### config.mk
export PLATFORM = sky130hd
export DESIGN_NAME = pc_fetch_ctrl
export DESIGN_NICKNAME = d
export VERILOG_FILES = /design/src/rtl/pc_ctrl_pkg.sv /design/src/rtl/pc_plus4.sv /design/src/rtl/pc_fetch_ctrl.sv
export SDC_FILE = /design/constraint.sdc
export NUM_CORES = 1
export LEC_CHECK = 0
export ABC_AREA = 1
export BUFFER_PORTS_ARGS = -buffer_cell sky130_fd_sc_hd__buf_4
export CAP_MARGIN = 20
export CORE_MARGIN = 5
export CORE_UTILIZATION = 28
export DETAILED_ROUTE_END_ITERATION = 8
export GPL_TIMING_DRIVEN = 0
export PLACE_DENSITY_LB_ADDON = 0.08
export SLEW_MARGIN = 20
export SYNTH_ARGS = -nofsm -noshare
export SYNTH_HDL_FRONTEND = slang
export SYNTH_HIERARCHICAL = 1
export SYNTH_SLANG_ARGS = --single-unit
### constraint.sdc
create_clock -name clk -period 3.6 [get_ports clk]
set_input_delay 1.08 -clock clk [delete_from_list [all_inputs] [get_ports clk]]
set_output_delay 1.08 -clock clk [all_outputs]
set_load 0.01 [all_outputs]
### src/rtl/pc_ctrl_pkg.sv
// ---------------------------------------------------------------------------
// pc_ctrl_pkg
// Shared types and constants for the program-counter fetch controller.
//   state_t      : fetch sequencer states (BOOT, FETCH, HOLD)
//   next_sel_t   : source selected for the next PC value
//   DEFAULT_*    : default reset and trap vectors
//   PC_STEP      : sequential instruction stride in bytes
//   is_misaligned: true when an address is not word aligned
// ---------------------------------------------------------------------------
package pc_ctrl_pkg;

  // Fetch sequencer states
  typedef enum logic [1:0] {
    BOOT  = 2'd0,
    FETCH = 2'd1,
    HOLD  = 2'd2
  } state_t;

  // Next-PC source encoding, in no particular priority order
  typedef enum logic [2:0] {
    SEL_HOLD   = 3'd0,
    SEL_SEQ    = 3'd1,
    SEL_BRANCH = 3'd2,
    SEL_JUMP   = 3'd3,
    SEL_TRAP   = 3'd4
  } next_sel_t;

  localparam logic [31:0] DEFAULT_RESET_VECTOR = 32'h0000_0000;
  localparam logic [31:0] DEFAULT_TRAP_VECTOR  = 32'h0000_0100;
  localparam logic [31:0] PC_STEP              = 32'd4;

  // Instructions are 32-bit words, so the two low address bits must be zero
  function automatic logic is_misaligned(input logic [31:0] addr);
    return (addr[1:0] != 2'b00);
  endfunction

endpackage : pc_ctrl_pkg

### src/rtl/pc_plus4.sv
// ---------------------------------------------------------------------------
// pc_plus4
// Sequential-path adder for the fetch controller. Produces pc + 4 with
// plain modulo-2^WIDTH wrap; no carry-out is reported.
//   pc       : input  [WIDTH-1:0] current program counter
//   pc_plus4 : output [WIDTH-1:0] pc + 4
// ---------------------------------------------------------------------------
module pc_plus4
  import pc_ctrl_pkg::*;
#(
  parameter int WIDTH = 32
) (
  input  logic [WIDTH-1:0] pc,
  output logic [WIDTH-1:0] pc_plus4
);

  // Stride comes from the package so both blocks agree on instruction size
  localparam logic [WIDTH-1:0] STEP = WIDTH'(PC_STEP);

  // Wrap at the top of the address space is intentional and silent
  assign pc_plus4 = pc + STEP;

endmodule : pc_plus4

### src/rtl/pc_fetch_ctrl.sv
// ---------------------------------------------------------------------------
// pc_fetch_ctrl
// Holds the architectural PC and sequences instruction fetch through a
// req/ready handshake. The next PC is chosen from trap, jump, branch,
// hold or sequential (PC+4) sources; redirects raise a one-cycle flush so
// decode discards whatever instruction was fetched at the old PC.
//
// Ports
//   clk              : system clock, rising edge
//   rst              : asynchronous active-high reset
//   stall_i          : front-end stall, hold PC and drop the request
//   branch_taken_i   : conditional branch resolved taken this cycle
//   branch_target_i  : branch destination
//   jump_i           : unconditional jump this cycle
//   jump_target_i    : jump destination
//   imem_ready_i     : instruction memory accepts the request at pc_o
//   imem_req_o       : fetch request for address pc_o
//   pc_o             : current fetch PC (registered)
//   pc_plus4_o       : pc_o + 4
//   instr_valid_o    : fetch accepted this cycle (imem_req_o & imem_ready_i)
//   flush_o          : one-cycle pulse after any redirect
//   misalign_trap_o  : one-cycle pulse after a misaligned redirect target
// ---------------------------------------------------------------------------
module pc_fetch_ctrl
  import pc_ctrl_pkg::*;
#(
  parameter logic [31:0] RESET_VECTOR = DEFAULT_RESET_VECTOR,
  parameter logic [31:0] TRAP_VECTOR  = DEFAULT_TRAP_VECTOR,
  parameter int          XLEN         = 32
) (
  input  logic            clk,
  input  logic            rst,
  input  logic            stall_i,
  input  logic            branch_taken_i,
  input  logic [XLEN-1:0] branch_target_i,
  input  logic            jump_i,
  input  logic [XLEN-1:0] jump_target_i,
  input  logic            imem_ready_i,
  output logic            imem_req_o,
  output logic [XLEN-1:0] pc_o,
  output logic [XLEN-1:0] pc_plus4_o,
  output logic            instr_valid_o,
  output logic            flush_o,
  output logic            misalign_trap_o
);

  // Registered state and outputs
  state_t          r_state;
  logic [XLEN-1:0] r_pc;
  logic            r_imem_req;
  logic            r_flush;
  logic            r_trap;

  // Combinational next-PC decision
  logic [XLEN-1:0] w_pc_plus4;
  logic [XLEN-1:0] w_redirect_target;
  logic            w_redirect;
  logic            w_handshake;
  next_sel_t       w_sel;

  // Sequential adder lives in its own block so it can be shared elsewhere
  pc_plus4 #(
    .WIDTH (XLEN)
  ) u_pc_plus4 (
    .pc       (r_pc),
    .pc_plus4 (w_pc_plus4)
  );

  // The request flop is 1 exactly while in FETCH, so the handshake is
  // simply the registered request qualified by memory ready.
  assign w_handshake = r_imem_req & imem_ready_i;

  // Jump beats branch, so only the jump target is looked at when both fire.
  // Redirects are ignored in BOOT so the first fetch is always the reset
  // vector.
  assign w_redirect_target = jump_i ? jump_target_i : branch_target_i;
  assign w_redirect        = (r_state != BOOT) && (jump_i || branch_taken_i);

  // Next-PC priority: misaligned redirect, jump, branch, stall, accepted
  // fetch, otherwise hold while waiting on ready. A redirect overrides both
  // a stall and an unaccepted request; the old request is simply dropped.
  always_comb begin
    w_sel = SEL_HOLD;
    if (w_redirect) begin
      if (is_misaligned(32'(w_redirect_target))) begin
        w_sel = SEL_TRAP;
      end else if (jump_i) begin
        w_sel = SEL_JUMP;
      end else begin
        w_sel = SEL_BRANCH;
      end
    end else if ((r_state != BOOT) && stall_i) begin
      w_sel = SEL_HOLD;
    end else if (w_handshake) begin
      w_sel = SEL_SEQ;
    end
  end

  // Single sequencer: state, PC and the registered pulse outputs. Reset is
  // asynchronous so an in-flight request is abandoned immediately.
  always_ff @(posedge clk or posedge rst) begin
    if (rst) begin
      r_state    <= BOOT;
      r_pc       <= XLEN'(RESET_VECTOR);
      r_imem_req <= 1'b0;
      r_flush    <= 1'b0;
      r_trap     <= 1'b0;
    end else begin
      r_flush <= 1'b0;
      r_trap  <= 1'b0;

      case (w_sel)
        SEL_TRAP: begin
          r_pc    <= XLEN'(TRAP_VECTOR);
          r_trap  <= 1'b1;
          r_flush <= 1'b1;
        end
        SEL_JUMP: begin
          r_pc    <= jump_target_i;
          r_flush <= 1'b1;
        end
        SEL_BRANCH: begin
          r_pc    <= branch_target_i;
          r_flush <= 1'b1;
        end
        SEL_SEQ: begin
          r_pc <= w_pc_plus4;
        end
        default: begin
          r_pc <= r_pc;
        end
      endcase

      case (r_state)
        BOOT: begin
          r_state    <= FETCH;
          r_imem_req <= 1'b1;
        end
        FETCH, HOLD: begin
          // A redirect always lands in FETCH, even out of HOLD
          if (w_redirect) begin
            r_state    <= FETCH;
            r_imem_req <= 1'b1;
          end else if (stall_i) begin
            r_state    <= HOLD;
            r_imem_req <= 1'b0;
          end else begin
            r_state    <= FETCH;
            r_imem_req <= 1'b1;
          end
        end
        default: begin
          r_state    <= BOOT;
          r_imem_req <= 1'b0;
        end
      endcase
    end
  end

  assign imem_req_o      = r_imem_req;
  assign pc_o            = r_pc;
  assign pc_plus4_o      = w_pc_plus4;
  assign instr_valid_o   = w_handshake;
  assign flush_o         = r_flush;
  assign misalign_trap_o = r_trap;

endmodule : pc_fetch_ctrl

## After elaboration in Yosys (flattened, before gate mapping)

Index checks and enable logic that the tools add are counted.

- Input bits: 70
- Register bits after elaboration: 37

- Bitwise operators: 1
- Add/subtract/negate cells: 1
- Eq/ne operators: 6
- Reductions and logical operators: 9
- Mux-type cells: 15

Operator list:

| operator | number |
|---|---|
| $pmux 32 s4 | 1 |
| $add 32x3->32 const B | 1 |
| $mux 1 | 7 |
| $eq 3x2->1 const B | 2 |
| $mux 2 | 3 |
| $mux 3 | 2 |
| $pmux 2 s2 | 1 |
| $reduce_bool 2->1 | 2 |
| $reduce_bool 4->1 | 1 |
| $eq 3x1->1 const B | 1 |
| $eq 3x3->1 const B | 1 |
| $reduce_or 3->1 | 1 |
| $eq 2x1->1 const B | 1 |
| $eq 2x2->1 const B | 1 |
| $logic_and 1x1->1 | 2 |
| $logic_not 2->1 | 1 |
| $pmux 1 s2 | 1 |
| $reduce_or 2->1 | 1 |
| $and 1x1->1 | 1 |
| $logic_or 1x1->1 | 1 |

## Logic depth before layout (Yosys ltp)

Gate-level depths: netlist of run 1.

- Word-level depth: 7
- Gate-level depth with buffers: 10
- Mapped depth without buffers: 10

## By module

Netlist of run 1, hierarchy kept.

Modules (own cells, without submodules):

| module | times used | cells an instance | area each (um2) |
|---|---|---|---|
| pc_fetch_ctrl | 1 | 250 | 1989.4 |
| pc_plus4 | 1 | 177 | 909.6 |

## Worst setup path before layout of run 1

No wires, ideal clock.

- Kind: register to output
- Start point: reg r_pc[3], in the netlist pc_o[3]
- End point: out pc_plus4_o[18]
- Slack: 1157 ps
- Stages on the path, launching flop included: 7
- Arrival: 1363 ps
- Cell sequence: dfrtp_1 > ha_1 > nand2_1 > nor2_2 > nand2_4 > nor2_4 > xor2_1

- Word-level cells in the longest chain between the ends: 1

Ends and longest elaborated chain:

| what | RTL line | source |
|---|---|---|
| from (decl) | pc_fetch_ctrl.sv:49 | `logic [XLEN-1:0] r_pc;` |
| from (signal assigned) | pc_fetch_ctrl.sv:104 | `r_pc <= XLEN'(RESET_VECTOR);` |
| from (signal assigned) | pc_fetch_ctrl.sv:114 | `r_pc <= XLEN'(TRAP_VECTOR);` |
| from (signal assigned) | pc_fetch_ctrl.sv:119 | `r_pc <= jump_target_i;` |
| $add 32x3->32 | pc_plus4.sv:21 | `assign pc_plus4 = pc + STEP;` |
| to (decl) | pc_fetch_ctrl.sv:41 | `output logic [XLEN-1:0] pc_plus4_o,` |

Every way passes these cells.

## Worst setup path after layout of run 1

- Start point: reg r_pc[3], in the netlist pc_o[3]
- End point: out pc_plus4_o[16]

The elaborated chain is that of the path after synthesis.

==> metrics.md, run 1 <==
| Metric | Value |
|---|---|
| Comb pwr share | `between 50% and 60%` |
| Max-cap viol count | `0` |
| CTS max path bufs | `2` |
| Final ANT Viol Nets | `0` |
| Flops & latches, synth | `37` |
| Vias per inst | `4.866` |
| Hold path depth | `2` |
| Rows | `37` |
| Later-pin clock latency in the skew report | `around 0.30 ns` |
| DR iter-0 viols | `between 150 and 200` |
| CTS Buf Count | `5` |
| Placed cell count | `between 700 and 800` |
| Initial Utilization | `around 28%` |
| R2R Path End | `pc_o[23]` |
| Die area | `12490 µm²` |
| Final #Nets | `roughly 650` |
| Via count | `~3500` |
| Post-route clock period utilization | `a little over four fifths` |
| Hold Startpoint | `pc_o[0]` |
| Sequential area share after synthesis | `between 30% and 40%` |
| Worst-margin pin slew | `around 0.63 ns` |
| CP Max Fanout | `4` |
| Pleak | `0.002090 µW` |
| R2r worst-path depth | `7` |
| Reg2reg start | `r_state[0]` |
| Fin. max-slew vios | `0` |
| Pwr per Cell Area | `a little under 600 nW/µm²` |
| Layout cells sized above 1 | `around a third` |
| Core ar. | `between 10000 and 15000 µm²` |
| Arr. time, crit path | `between 1.5 and 2 ns` |
| # diodes | `0` |
| Slew HR | `roughly three fifths` |
| CTS clk-pin slew, worst paths | `around 0.080 ns` |
| Warnings, synthesis | `6` |
| TritonCTS clock tree | `built` |
| Status | `finished, final reports clean` |
| CTS Hold Buffers Added | `0` |
| Cell Count, Final, Fillers Out | `709` |
| Min-delay worst type | `reg2reg` |
| Io pins | `between 100 and 150` |
| Critical Path End Type | `output pin` |
| Area Overhead vs Synth | `45.06%` |
| Final Setup Violations | `0` |
| Router iterations before antenna repair | `4` |
| Clock sinks | `37` |
| Fmax | `331.8 MHz` |
| Final hold vios | `0` |
| Tmin final | `~3 ns` |
| Synth async-reset ratio | `between 90% and 100%` |
| Syn Nets | `500` |
| Crit path from | `pc_o[3]` |
| P_sw | `about 1200 µW` |
| Die Wd | `around 110 µm` |
| Worst R2R Setup Slack | `1.83 ns` |
| Initial antenna violation count | `0` |
| Number of flops mapped to enable cells by yosys | `0` |
| Post-DP HPWL | `between 9000 and 10000 µm` |
| Maximum VDD drop | `0.2351 mV` |
| Cell variety after synth | `28` |
| Grt ovf | `0` |
| Synthesized area per cell | `between 6 and 7 µm²` |
| Cell internal pwr | `1306 µW` |
| First-pass GRT wire length | `18820 µm` |
| Seq pwr share | `a little under a third` |
| Post-synthesis instance total | `around 430` |
| Synth Flop Type | `dfrtp_1` |
| Vias in the first global route | `around 3700` |
| Switching share of power | `between 40% and 50%` |
| Routability Congestion | `0.9227` |
| RSZ-0062 raised after global routing | `no` |
| Crit path kind | `reg2out` |
| # H-tree levels | `2` |
| Setup crit start kind | `flip-flop` |
| Worst endpoint required time | `between 2 and 3 ns` |
| DR WL/cell | `16.53 µm` |
| Tot Pwr | `approximately 2500 µW` |
| Post-CTS Setup Repair Bufs | `0` |
| DRC | `0` |
| Clk pwr share | `roughly an eighth` |
| Clk root buf | `clkbuf_8` |
| GRT Resource Usage Total | `18.60%` |
| Count of port buffers added during placement | `137` |
| Final WL | `~12000 µm` |
| Final clock skew | `~0.0095 ns` |
| CTS resizes | `0` |
| Worst min-delay path endpoint | `pc_o[0]` |
| Die Y | `between 100 and 150 µm` |
| Largest net degree at the start of global routing | `21` |
| Fin Setup TNS | `0 ns` |
| Mapped cell area | `2899 µm²` |
## registers in the layout (all words and copies together), names as in the netlist
register,cells
r_state,2
flush_o,1
pc_o,32
misalign_trap_o,1
imem_req_o,1
## synthesized netlist by cell type (4+ instances only)
cell type,number,area share [%]
buf_2,12,2.1
buf_4,5,1.3
clkbuf_1,4,0.52
dfrtp_1,37,32
inv_1,25,3.2
nand2_1,122,16
nand3_1,100,17
nand3b_1,8,2.1
nand4_1,29,6.3
nor2_1,37,4.8
nor2_2,4,0.86
nor2_4,6,2.3
xnor2_1,5,1.5
xor2_1,9,2.7
## placed cells by master (no fill, tap or decap), types with 3 or more instances in the layout
master / n
clkbuf_8: 5
inv_2: 3
buf_2: 12
nand3_1: 100
xor2_1: 9
ha_1: 3
dfrtp_1: 37
inv_1: 24
xnor2_1: 5
nor2_1: 37
nand4_1: 29
nor2_4: 6
clkbuf_1: 7
nor2_2: 4
buf_4: 142
nand3b_1: 8
nand2_4: 3
nand2_1: 122
## critical path, cell delays in order, from the launching register on
cell     delay (ns)
dfrtp_1        0.42
ha_1           0.23
nand2_1        0.09
nor2_2         0.16
nand2_1        0.09
nor2_2         0.23
xor2_1         0.26
buf_4          0.17
## final cells by class
type | instances | area (µm²)
sequential | 37 | 925.9
tap | 136 | 170.2
clock buffer | 8 | 80.08
inverter | 27 | 101.3
timing repair buffer | 138 | 1056
fill | 1069 | 6026
multi-input combinational | 340 | 1752
buffer | 23 | 120.1
## layer usage
layer / GRT usage (%) / share of wire, %
met5: 0 / 0
met4: 5.434 / 1.3
met3: 4.728 / 6.8
met2: 32.41 / 49
met1: 22.59 / 43
## cell families (layout without fill, tap and decap cells)
logic type	count (synthesis)	in the layout	synth area share, %
buffers and inverters	50	196	7.639
DFF	37	37	31.94
AOI/OAI and AO/OA	5	5	1.122
adders and majority gates	3	3	1.295
and+or+nand+nor	317	317	53.21
xor gates and xnor gates	15	15	4.791
## power by group through the flow
stage | logic (µW) | registers, µW | clock network [µW]
detailed placement | 1420 | 784 | 0
finish | 1410 | 775 | 302
global placement | 1410 | 781 | 0
floorplan | 654 | 793 | 0
global route | 1540 | 811 | 320
CTS | 1430 | 777 | 308
## metrics by stage
stage                     util, %  hold slack, ns  cell area [µm²]  setup slack (ns)
final                       41.10          0.5402             4205            0.5866
after global routing        41.10          0.5449             4205            0.3487
after CTS                   41.10          0.5426             4205            0.5097
after detailed placement    40.32          0.5217             4125            0.8408
after global placement      40.05          0.5077             4098            0.8772
after floorplan                 -          0.5560             2899             1.157
## worst max-delay path by stage
| stage | end | slack (ns) | cells after the start |
|---|---|---|---|
| 6_report | pc_plus4_o[16] | 0.59 | 7 |
| 4_1_cts | pc_plus4_o[16] | 0.51 | 7 |
| 5_1_grt | pc_plus4_o[16] | 0.35 | 7 |
| 3_3_place_gp | pc_plus4_o[16] | 0.88 | 7 |
| 3_5_place_dp | pc_plus4_o[16] | 0.84 | 7 |
| 2_1_floorplan | pc_plus4_o[18] | 1.16 | 6 |
No activity file was read; power rests on OpenSTA's default activity.
==> run 2, diff against run 1 <==
--- a/config.mk
+++ b/config.mk
@@ -5,7 +5,7 @@
 export SDC_FILE = /design/constraint.sdc
 export NUM_CORES = 1
 export LEC_CHECK = 0
-export ABC_AREA = 1
+export ABC_AREA = 0
 export BUFFER_PORTS_ARGS = -buffer_cell sky130_fd_sc_hd__buf_4
 export CAP_MARGIN = 20
 export CORE_MARGIN = 5
==> constraint.sdc (replaced) <==
create_clock -name clk -period 2.7 [get_ports clk]
set_input_delay 0.81 -clock clk [delete_from_list [all_inputs] [get_ports clk]]
set_output_delay 0.81 -clock clk [all_outputs]
set_load 0.01 [all_outputs]
==> metrics.md, run 2 <==
| Metric | Value |
|---|---|
| Failing checks | `setup timing` |
| Vias in the first global route | `about 2600` |
| Count of port buffers added during placement | `~140` |
| Post-Synth Simple-Gate Area | `~15%` |
| Area Overhead vs Synth | `74.55%` |
| Core ar. | `~8600 µm²` |
| Crit path kind | `reg2out` |
| Fmax | `~360 MHz` |
| Die Y | `103.1 µm` |
| Vias per inst | `about 5.2` |
| RSZ-0062 raised after global routing | `yes` |
| Io pins | `between 100 and 150` |
| Setup crit start kind | `flip-flop` |
| Largest net degree at the start of global routing | `23` |
| Synth area leaders | `dfrtp_1 (38%), a221o_1 (12%), a32o_1 (7.8%)` |
| Synth Area in Adders | `roughly 1.5%` |
| CTS max path bufs | `2` |
| CTS Hold Buffers Added | `0` |
| Maximum VDD drop | `about 0.42 mV` |
| Buf/Inv on CP | `4` |
| Clk root buf | `clkbuf_8` |
| Worst endpoint required time | `1.89 ns` |
| DRC | `0` |
| Final #Nets | `480` |
| Xor and xnor area share after synthesis | `10.10%` |
| Sequential area share after synthesis | `38.12%` |
| Arr. time, crit path | `1.99 ns` |
| Final clock skew | `0.004621 ns` |
| Clk pwr share | `a little under an eighth` |
| Rows | `34` |
| Post-route clock period utilization | `103.8%` |
| Most frequent cells in the layout | `buf_4 (168), a221o_1 (29), dfrtp_1 (20)` |
| P_sw | `1411 µW` |
| Min-delay worst type | `reg2reg` |
| Syn Nets | `300` |
| Post-synthesis mux area share | `0%` |
| Clock sinks | `37` |
| Die Wd | `roughly 100 µm` |
| TritonCTS clock tree | `built` |
| CP max stage delay | `around 0.39 ns` |
| Post-DP HPWL | `roughly 7000 µm` |
| Crit-path cells | `buf_6 > nand4_1 > buf_4 > nor4_4 > buf_6 > nand4_1 > xnor2_2 > buf_4` |
| Pwr per Cell Area | `between 800 and 900 nW/µm²` |
| Die area | `about 11000 µm²` |
| # diodes | `0` |
| Comb pwr share | `around 58%` |
| Initial antenna violation count | `0` |
| Worst hold margin | `0.5495 ns` |
| Post-synthesis instance total | `227` |
| Most common cell after layout, fill and taps aside | `buf_4` |
| Pleak | `~0.0022 µW` |
| Synth Flop Type | `dfrtp_1` |
| # H-tree levels | `2` |
| Via count | `2662` |
| Grt ovf | `0` |
| Area leader, netlist | `dfrtp_1` |
| Max-cap viol count | `0` |
| Compound-gate portion of the synthesized area | `28.54%` |
| GRT Resource Usage Total | `between 10% and 20%` |
| Slew HR | `between 60% and 70%` |
| Max reg flops | `32` |
| Mapped cell area | `2429 µm²` |
| Delay-heaviest family, CP | `buffers and inverters` |
| First-pass GRT wire length | `14190 µm` |
| Initial Utilization | `~28%` |
| Cell variety after synth | `40` |
| CP Max Fanout | `8` |
| Number of flops mapped to enable cells by yosys | `0` |
| Later-pin clock latency in the skew report | `between 0.2 and 0.3 ns` |
| Layout cells sized above 1 | `between 60% and 70%` |
| CTS clk-pin slew, worst paths | `0.08 ns` |
| Final WL | `9555 µm` |
| Flops & latches, synth | `37` |
| Warnings, synthesis | `6` |
| Synth async-reset ratio | `100.0%` |
| Most frequent cell after synthesis | `dfrtp_1` |
| Tot Pwr | `around 3400 µW` |
| Final ANT Viol Nets | `0` |
| Seq pwr share | `30.6%` |
| Synthesized area per cell | `about 11 µm²` |
| Switching share of power | `between 40% and 50%` |
| Critical Path End Type | `output pin` |
| CTS Buf Count | `5` |
| Post-synth top cells | `dfrtp_1 (37), a221o_1 (29), xnor2_1 (21), a32o_1 (19), nand2_1 (11)` |
| Final hold vios | `0` |
| Slowest-stage cell, CP | `dfrtp_2` |
| Status | `finished, violations left` |
| Final Setup Violations | `11` |
| Tmin final | `about 2.8 ns` |
| Largest family of logic cells by synthesized area | `compound AO/OA/AOI/OAI gates` |
| DR iter-0 viols | `87` |
| DR WL/cell | `roughly 19 µm` |
| Fin. max-slew vios | `0` |
| Cell internal pwr | `2001 µW` |
| Synth top area share | `a little under two fifths` |
| Final worst setup slack | `-0.1037 ns` |
| Routability Congestion | `0.7327` |
| Worst-margin pin slew | `around 0.56 ns` |
| Router iterations before antenna repair | `4` |
-- run 2: cell count changes after synthesis, moves of 4 or more --
cell / previous run / this run
a221o_1: 0 / 29
a32o_1: 0 / 19
a32o_2: 0 / 10
buf_2: 12 / 8
inv_1: 25 / 10
nand2_1: 122 / 11
nand3_1: 100 / 10
nand3b_1: 8 / 0
nand4_1: 29 / 9
nor2_1: 37 / 8
nor2_2: 4 / 0
nor2_4: 6 / 0
nor3_1: 1 / 5
xnor2_1: 5 / 21
-- run 2: metrics by stage --
stage / instances / TNS [ns] / util (%) / instance area (µm²) / worst slack (ns)
3_3_place_gp: 472 / -0.6879 / 41.80 / 3592 / -0.1672
6_report: 516 / -0.5610 / 49.33 / 4239 / -0.1037
4_1_cts: 493 / -0.5976 / 45.68 / 3925 / -0.09329
3_5_place_dp: 473 / -0.6745 / 42.12 / 3620 / -0.1386
2_1_floorplan: 227 / 0 / - / 2429 / 0.2648
5_1_grt: 516 / -1.633 / 49.33 / 4239 / -0.1804
-- run 2: repair_timing --
item,4_1_cts,5_1_grt
setup buffers,12,23
pin swaps,8,17
setup endpoints to repair,21,20
gates resized for setup,26,35
-- run 2: layout make-up --
cell class                 instances  area (µm²)
timing repair buffer             173        1341
clock buffer                       6       72.57
buffer                            17       115.1
fill                             834        4354
inverter                          10       37.54
sequential                        37       947.2
clock inverter                     2       10.01
multi-input combinational        163        1580
tap                              108       135.1
-- run 2: worst paths after layout --
path / startpoint / end / slack, ns / cells after the start
max in group asynchronous: rst / pc_o[14] / 1.63 / 3
setup reg to reg: pc_o[2] / pc_o[17] / 0.63 / 10
hold / removal: pc_o[0] / pc_o[0] / 0.55 / 1
hold reg to reg: pc_o[0] / pc_o[0] / 0.55 / 1
min in group asynchronous: rst / pc_o[28] / 0.57 / 2
setup / recovery: pc_o[2] / pc_plus4_o[21] / -0.10 / 8
-- run 2: power by group through the flow --
stage	Clock, µW	Combinational (µW)	Sequential, µW
floorplan	0	751	1050
global placement	0	1640	1010
detailed placement	0	1650	1020
CTS	409	1770	1040
global route	430	2130	1080
finish	397	1970	1050
-- run 2: cells by family after synthesis --
group / Yosys count
adder cells (fa/ha/maj): 3
XOR/XNOR: 28
flip-flops: 37
AND/OR/NAND/NOR: 60
AO/OA/AOI/OAI: 72
buffers and inverters: 27
-- run 2: routing by layer --
layer | wire (µm) | part of all wire (%) | vias to the layer above | GRT usage, %
li1 | - | - | 1281 | -
met1 | 4150 | 43 | 1290 | 23.20
met2 | 4640 | 49 | 86 | 28.86
met3 | 676 | 7.1 | 5 | 4.060
met4 | 87 | 0.91 | 0 | 3.884
met5 | 0 | 0 | - | 0
==> run 3, diff against run 2 <==
--- a/config.mk
+++ b/config.mk
@@ -9,7 +9,7 @@
 export BUFFER_PORTS_ARGS = -buffer_cell sky130_fd_sc_hd__buf_4
 export CAP_MARGIN = 20
 export CORE_MARGIN = 5
-export CORE_UTILIZATION = 28
+export CORE_UTILIZATION = 35
 export DETAILED_ROUTE_END_ITERATION = 8
 export GPL_TIMING_DRIVEN = 0
 export PLACE_DENSITY_LB_ADDON = 0.08
==> metrics.md, run 3 (synthesized netlist as in run 2, its figures left out) <==
| Metric | Value |
|---|---|
| # H-tree levels | `2` |
| Placed cell count | `roughly 450` |
| DR WL/cell | `18.35 µm` |
| Final Setup Violations | `8` |
| Reg2reg start | `pc_o[2]` |
| Clk root buf | `clkbuf_8` |
| Met1 Track Usage GR | `around a quarter` |
| Tmin final | `2.777 ns` |
| Rows | `30` |
| TritonCTS clock tree | `built` |
| Io pins | `138` |
| Util after Layout | `61.28%` |
| Worst hold margin | `roughly 0.47 ns` |
| Vias in the first global route | `between 2000 and 3000` |
| Via count | `approximately 2700` |
| Core ar. | `~6800 µm²` |
| Min-delay worst type | `in2async` |
| Worst-margin pin slew | `about 0.55 ns` |
| R2r worst-path depth | `10` |
| Failing checks | `setup timing` |
| Placed cell areas | `~3600 µm²` |
| Initial antenna violation count | `0` |
| RSZ-0062 raised after global routing | `yes` |
| Max-cap viol count | `0` |
| Critical Path End Type | `output pin` |
| Count of port buffers added during placement | `~140` |
| Most common cell after layout, fill and taps aside | `buf_4` |
| Later-pin clock latency in the skew report | `0.29 ns` |
| Fin. max-slew vios | `0` |
| Fmax | `between 300 and 400 MHz` |
| Cell Count, Final, Fillers Out | `between 400 and 500` |
| Slew HR | `63.57%` |
| Setup crit start kind | `flip-flop` |
| Die Y | `93.30 µm` |
| Pleak | `between 0.002 and 0.0025 µW` |
| Die Wd | `between 90 and 100 µm` |
| R2R Path End | `pc_o[25]` |
| Die area | `between 8000 and 9000 µm²` |
| First-pass GRT wire length | `13630 µm` |
| CTS max path bufs | `2` |
| Top Usage Layer GRT | `met2` |
| Crit path kind | `reg2out` |
| Fin Setup TNS | `-0.3085 ns` |
| Router iterations before antenna repair | `5` |
| Largest net degree at the start of global routing | `28` |
| Met3 Track Usage GR | `~4.7%` |
| Initial Utilization | `roughly 36%` |
| Final instance area | `a little over 4000 µm²` |
| Post-route clock period utilization | `102.9%` |
| Final clock skew | `just over 0.008 ns` |
| # diodes | `0` |
| CTS Hold Buffers Added | `0` |
| Post-DP HPWL | `6391 µm` |
| Routability Congestion | `around 0.8` |
| Area Overhead vs Synth | `70.48%` |
| Vias per inst | `5.498` |
| Final WL | `8881 µm` |
| Worst R2R Setup Slack | `0.57 ns` |
| Met2 usage | `between 30% and 40%` |
| GRT Resource Usage Total | `~20%` |
| Final hold vios | `0` |
| Final worst setup slack | `-0.07746 ns` |
| Grt ovf | `0` |
| DR iter-0 viols | `86` |
| Most frequent cells in the layout | `buf_4 (166), a221o_1 (29), dfrtp_1 (24)` |
| CTS clk-pin slew, worst paths | `roughly 0.08 ns` |
| Status | `finished, violations left` |
| Pwr per Cell Area | `just over 800 nW/µm²` |
| Layout cells sized above 1 | `61.63%` |
| Clock sinks | `37` |
| Worst endpoint required time | `1.89 ns` |
| Arr. time, crit path | `1.97 ns` |
| DRC | `0` |
| CP Max Fanout | `8` |
| CTS Buf Count | `5` |
| Final #Nets | `477` |
| Max reg flops | `32` |
| Final ANT Viol Nets | `0` |
| Maximum VDD drop | `0.3806 mV` |
-- run 3: power by group --
group / internal (µW) / switching, µW
clock: 203 / 195
sequential: 753 / 288
combinational: 1040 / 879
-- run 3: cell type report --
cell class,instances,area [µm²]
repair buffers,170,1308
inverters,10,37.54
clock buffers,7,86.33
well taps,80,100.1
multi-input cells,163,1551
plain buffers,17,115.1
fillers,644,2616
flip-flops and latches,37,942.2
-- run 3: what timing repair did --
| action | 4_1_cts | 5_1_grt |
|---|---|---|
| gates resized for setup | 24 | 27 |
| setup endpoints to repair | 23 | 19 |
| pin swaps | 12 | 14 |
| buffers inserted | 13 | 19 |
-- run 3: worst max-delay path by stage --
stage / startpoint / depth (start not counted) / slack [ns] / endpoint
after floorplan: pc_o[2] / 5 / 0.26 / pc_plus4_o[28]
after detailed placement: pc_o[2] / 6 / -0.16 / pc_plus4_o[28]
final: pc_o[2] / 8 / -0.08 / pc_plus4_o[21]
after global placement: pc_o[2] / 6 / -0.22 / pc_plus4_o[28]
after CTS: pc_o[3] / 8 / -0.11 / pc_plus4_o[31]
after global routing: pc_o[2] / 8 / -0.19 / pc_plus4_o[21]
-- run 3: per-stage QoR --
step / power [µW] / setup WS (ns)
floorplan: 1798 / 0.2648
global placement: 2636 / -0.2169
detailed placement: 2648 / -0.1604
CTS: 3208 / -0.1145
global route: 3583 / -0.1930
finish: 3358 / -0.07746
-- run 3: per-layer routing --
layer  wire (µm)  share of wire, %
met4          82              0.92
met5           0                 0
met2        4364                49
met1        3862                43
met3         571               6.4
-- run 3: worst max-delay path, stage by stage (launching register included) --
cell	delay [ns]
dfrtp_2	0.38
buf_6	0.10
nand4_1	0.18
buf_4	0.20
nor4_4	0.14
buf_6	0.18
nand4_1	0.16
xnor2_2	0.20
buf_4	0.15
